[src/rtl/sum_accumulator.sv]
// Accumulates N_SAMPLES 9-bit adder results ({cout, sum}) into a 12-bit sum
// with a sticky overflow flag, then holds the result until the consumer takes it.
module sum_accumulator #(
    parameter int N_SAMPLES = 8
) (
    input  logic        clk,
    input  logic        rst_n,
    input  logic        start,
    input  logic        in_valid,
    input  logic [7:0]  in_sum,
    input  logic        in_cout,
    output logic        in_ready,
    output logic        out_valid,
    input  logic        out_ready,
    output logic [11:0] acc_out,
    output logic        acc_ovf,
    output logic [3:0]  count
);

    typedef enum logic [1:0] {IDLE, ACCUM, DONE} state_t;

    localparam logic [3:0] LAST_IDX = 4'(N_SAMPLES - 1);

    state_t      state;
    logic [11:0] operand;
    logic [12:0] sum_ext;

    assign operand = {3'b000, in_cout, in_sum};
    // Extra bit exposes the 12-bit carry that feeds the sticky overflow.
    assign sum_ext = {1'b0, acc_out} + {1'b0, operand};

    always_ff @(posedge clk or negedge rst_n) begin
        if (!rst_n) begin
            state     <= IDLE;
            acc_out   <= '0;
            acc_ovf   <= 1'b0;
            count     <= '0;
            in_ready  <= 1'b0;
            out_valid <= 1'b0;
        end else begin
            case (state)
                IDLE: begin
                    if (start) begin
                        state    <= ACCUM;
                        acc_out  <= '0;
                        acc_ovf  <= 1'b0;
                        count    <= '0;
                        in_ready <= 1'b1;
                    end
                end
                ACCUM: begin
                    if (in_valid) begin
                        acc_out <= sum_ext[11:0];
                        count   <= count + 4'd1;
                        if (sum_ext[12])
                            acc_ovf <= 1'b1;
                        // Final word: stop accepting and present the result next cycle.
                        if (count == LAST_IDX) begin
                            state     <= DONE;
                            in_ready  <= 1'b0;
                            out_valid <= 1'b1;
                        end
                    end
                end
                DONE: begin
                    if (out_ready) begin
                        state     <= IDLE;
                        out_valid <= 1'b0;
                    end
                end
                default: begin
                    state     <= IDLE;
                    in_ready  <= 1'b0;
                    out_valid <= 1'b0;
                end
            endcase
        end
    end

endmodule

[config.mk]
export PLATFORM = sky130hd
export DESIGN_NAME = sum_accumulator
export DESIGN_NICKNAME = d
export VERILOG_FILES = /design/src/rtl/sum_accumulator.sv
export SDC_FILE = /design/constraint.sdc
export NUM_CORES = 1
export LEC_CHECK = 0
export CORE_MARGIN = 4
export CORE_UTILIZATION = 52
export CTS_CLUSTER_SIZE = 8
export DETAILED_ROUTE_END_ITERATION = 16
export GPL_TIMING_DRIVEN = 0
export PLACE_DENSITY = 0.84
export SYNTH_ARGS = -nofsm -noshare
export SYNTH_HDL_FRONTEND = slang
export SYNTH_SLANG_ARGS = --single-unit
export TNS_END_PERCENT = 5
[constraint.sdc]
create_clock -name clk -period 4.2 [get_ports clk]
set_clock_uncertainty 0.1 [all_clocks]
set_input_delay 0.42 -clock clk [delete_from_list [all_inputs] [get_ports clk]]
set_output_delay 0.42 -clock clk [all_outputs]
set_load 0.02 [all_outputs]
# After elaboration in Yosys (flattened, before gate mapping)
# Index checks and enable logic that the tools add are counted.
totals:
  register_bits: 21
  inputBits: 14
  out_inout_bits: 19
  word_cells: 48
classes:
  addsub: 2
  n_eq_ne: 8
  muxes: 23
  bitwise_logic: 2
  reduce_logical: 7
ops:
  columns: ["cell", "count"]
  rows:
  - ["$mux W12", 2]
  - ["$pmux W12 S2", 1]
  - ["$reduce_and A4 Y1", 4]
  - ["$add A12 B9 Y13", 1]
  - ["$ne A2 B2 Y1 const B", 5]
  - ["$mux W1", 9]
  - ["$mux W2", 4]
  - ["$mux W4", 2]
  - ["$pmux W4 S2", 1]
  - ["$pmux W1 S3", 2]
  - ["$pmux W2 S3", 1]
  - ["$add A4 B1 Y4 const B", 1]
  - ["$eq A4 B3 Y1 const B", 1]
  - ["$reduce_and A3 Y1", 1]
  - ["$eq A2 B1 Y1 const B", 1]
  - ["$eq A2 B2 Y1 const B", 1]
  - ["$logic_not A2 Y1", 1]
  - ["$not A1 Y1", 2]
  - ["$pmux W1 S2", 1]
  - ["$reduce_bool A2 Y1", 1]

# Logic depth before layout (Yosys ltp)
depth:
  ltp_word: 4
  mapped_depth: 7

# Least setup slack after synthesis
# Ideal clock, no wire load.
synth_path:
  kind: "reg-to-reg"
  from: "register acc_out[0]"
  to: "register acc_out[8]"
  setup_ns: 0.121
  arrival_ns: 2.151
  setup_slack_ns: 1.828
  stages_incl_launch_ff: 8
  synth_period_minus_slack_ns: 2.372
  path_cell_list: "dfrtp_1 > ha_1 > fa_1 > a21o_2 > a221oi_1 > o21ai_1 > xnor2_1 > a22o_1"
synth_via:
  elab_chain_cells: 3
synth_lines:
  columns: ["item", "line", "text"]
  rows:
  - ["from (decl)", "15", "output logic [11:0] acc_out,"]
  - ["from (signal assigned)", "53", "acc_out <= sum_ext[11:0];"]
  - ["$add A12 B9 Y13", "30", "assign sum_ext = {1'b0, acc_out} + {1'b0, operand};"]
  - ["$mux W12", "52", "if (in_valid) begin"]
  - ["$pmux W12 S2", "41", "case (state)"]
# Every way passes these cells. The select of a mux whose other input is x is not followed.
# A chain may end at the register's enable or synchronous reset.

# Worst setup path in the final report
layout_path:
  from: "input port in_sum[0]"
  to: "register acc_out[10]"
layout_via:
  elab_chain_cells: 3
layout_lines:
  columns: ["item", "line", "text"]
  rows:
  - ["from (decl)", "10", "input logic [7:0] in_sum,"]
  - ["$add A12 B9 Y13", "30", null]
  - ["$mux W12", "52", null]
  - ["$pmux W12 S2", "41", null]
# Every way passes these cells. The select of a mux whose other input is x is not followed.

==> results.tsv <==
stage	metric	value	unit
drt	Residual DRC	0	
cts	clock sink count	21	
cells_and_area	Net count, final	187	
place	Post-DP HPWL	2096	um
global_routing	total gr overflow	0	
drt	drt initial violations	15	
setup_path	Critical Path Source	in_sum[0]	
timing	Rel. slew slack	37.00	%
cells_and_area	diodes inserted	0	
setup_path	Largest stage delay, worst path	500	ps
timing	Least-Margin Pin Slew	942.1	ps
cells_and_area	Final Core Density	73.28	%
timing	fin crit share	61.85	%
yosys	most frequent cells after synthesis	dfrtp_1 (21), ha_1 (10), a21oi_1 (8), a22o_1 (8), nor2_1 (7)	
drt	routed vias	1099	
drt	routed wire length	2732	um
power	Leakage	0.7202	nW
global_routing	antenna violations before repair	0	
cells_and_area	layout cell share with drive strength beyond 1	8.696	%
place	Cell Count Post-Placement	185	
yosys	Seq cells post-synth	21	
floorplanning	Initial Util	56.51	%
timing	Hold Worst Slack	452.9	ps
drt	1st-pass router iterations	5	
yosys	library cells used by synthesis	41	
yosys	ys flop type	dfrtp_1	
setup_path	CP max FO	3	
floorplanning	DIE HEIGHT	57.74	um
cells_and_area	post-route design area	1668	um2
yosys	ys async rst share	100.0	%
yosys	Synth top area share	40.86	%
floorplanning	die area	3333	um2
cts	# Post-CTS Setup Buffers	0	
power	Pwr Density	788.1	nW/um2
place	Post-Place Setup Slack	1279	ps
cts	CTS tree	done	
drt	met1 WL	1318	um
drt	DRT antenna net count	0	
worst_hold_path	HP Class	flop to flop	
cts	H-tree Lvls	1	
yosys	synth warn	0	
yosys	sequential fraction of the synthesis area	40.86	%
yosys	largest cells by area after synthesis	dfrtp_1 (41%), ha_1 (9.7%), a22o_1 (5.4%)	
cells_and_area	post-route insts no fill	189	
timing	final setup violation count	0	
floorplanning	IO Pins	33	
yosys	Synth area leader	dfrtp_1	
cts	CTS root buffer	clkbuf_4	
yosys	Synth Cell Area	1286	um2
global_routing	vias in the first global route	1086	
yosys	Cells after Synth	125	
setup_path	crit end category	flop	
floorplanning	site row count	17	
place	port buffer count	32	
power	peak supply drop	441.1	uV
drt	metal3 WL	147	um
drt	Avg WL per Cell	14.46	um
setup_path	Crit-path slowest cell	a221oi_1	
drt	top sig layer	met4	
timing	Final Hold Fails	0	
global_routing	pin count of the biggest net entering global routing	22	
setup_path	critical path, cell by cell	clkdlybuf4s50_1 > ha_1 > fa_1 > a21o_2 > a221oi_1 > o31ai_1 > and4_1 > nor3_1	
setup_path	crit path buf inv count	1	
worst_hold_path	Hold Crit Start	acc_out[3]$_DFFE_PN0P_	
drt	Via density	5.815	
power	Pwr Total	1.314	mW
drt	routed wl met2	1253	um
timing	setup TNS	0	ps
cts	Reg clk slew, reported paths	120	ps
setup_path	CP Class	input port to flop	
flow_run	Max-Cap Viols	0	
cts	Worst-Skew Late Latency	300	ps
setup_path	CP startpoint kind	input port	
place	placed inst area	1642	um2
place	gpl congestion	0.8506	
cts	PostCTS Resize Cnt	0	
floorplanning	Core Area	2276	um2
setup_path	CP arrival	2720	ps
global_routing	first-pass GRT wire length	4609	um
cts	clock buffer depth	2	
yosys	Post-synth EDFFs	0	
timing	final slew viol count	0	
cts	CTS buffer count	3	
setup_path	required time of the critical path	4320	ps
timing	fmax	0.3850	GHz
setup_path	worst r2r src	acc_out[0]$_DFFE_PN0P_	
cells_and_area	Area growth syn-to-layout	29.67	%
yosys	Net Count, Synth	150	
status	run status	finished clean	
yosys	post-synthesis area per instance	10.29	um2
timing	final critical-path setup slack	1602	ps
timing	unrepaired setup endpoints after global routing	false	
global_routing	GRT Util Overall	17.26	%
cts	cts-stage hold buffer count	0	
floorplanning	Die X	57.74	um
setup_path	Worst path top cell family by delay	compound AO/OA/AOI/OAI gates	
timing	Tmin final	2598	ps
yosys	cell with the most instances after synthesis	dfrtp_1	
==> routing by layer <==
metal | vias up | track usage [%]
met2 | 34 | 28.55
met4 | 0 | 5.298
met1 | 521 | 23.04
li1 | 542 | -
met3 | 2 | 2.895
met5 | - | 0
==> logic make-up after synthesis <==
logic type                 Yosys count  share of synthesized area, %
xor gates and xnor gates             7                         4.767
DFF                                 21                         40.86
and+or+nand+nor                     32                         14.20
adders and majority gates           11                         11.28
AOI/OAI and AO/OA                   44                         24.81
muxes                                1                        0.8754
buffers and inverters                9                         3.210
==> final timing paths <==
| kind | end | slack (ps) | depth (start not counted) |
|---|---|---|---|
| setup / recovery | acc_out[10]$_DFFE_PN0P_ | 1600 | 8 |
| hold / removal | acc_out[3]$_DFFE_PN0P_ | 450 | 2 |
| setup reg to reg | acc_out[10]$_DFFE_PN0P_ | 1740 | 7 |
| hold reg to reg | acc_out[3]$_DFFE_PN0P_ | 450 | 2 |
| max in group asynchronous | acc_out[2]$_DFFE_PN0P_ | 2890 | 1 |
| min in group asynchronous | acc_out[7]$_DFFE_PN0P_ | 530 | 1 |
==> layout make-up <==
type                            instances  area [um2]
Sequential cell                        21       525.5
Buffer                                  6       30.03
Multi-Input combinational cell         95       719.4
Inverter                                3       11.26
Tap cell                               28       35.03
Clock buffer                            4       26.28
Timing Repair Buffer                   32       320.3
Fill cell                             167       608.1
==> sequential cells by signal (all words and copies together) (netlist names) <==
signal	cells
acc_ovf	1
acc_out	12
state	2
in_ready	1
count	4
out_valid	1
==> power breakdown <==
group / switching, mW / total (mW) / internal (mW)
Clock: 0.0598 / 0.0967 / 0.0369
Combinational: 0.421 / 0.831 / 0.410
Sequential: 0.0911 / 0.387 / 0.296
Total: 0.572 / 1.31 / 0.743
==> cells in the final DEF (no fill, tap or decap), types with 2 or more instances in the layout <==
cell type	count
a211oi_1	5
a21o_1	4
a21oi_1	8
a22o_1	8
buf_2	3
clkbuf_1	3
clkbuf_4	3
clkdlybuf4s50_1	32
dfrtp_1	21
ha_1	10
inv_1	2
nand2_1	6
nand3_1	4
nand4_1	3
nor2_1	7
nor3_1	2
o21ai_0	4
o21ai_1	3
o31ai_1	2
or3_1	3
xnor2_1	5
xor2_1	2
==> worst register-to-register path: stages (launching register included) <==
cell	delay [ps]
dfrtp_1	420
ha_1	240
fa_1	400
a21o_2	220
a221oi_1	500
o31ai_1	150
and4_1	220
nor3_1	140
No activity file was read; power rests on OpenSTA's default activity.
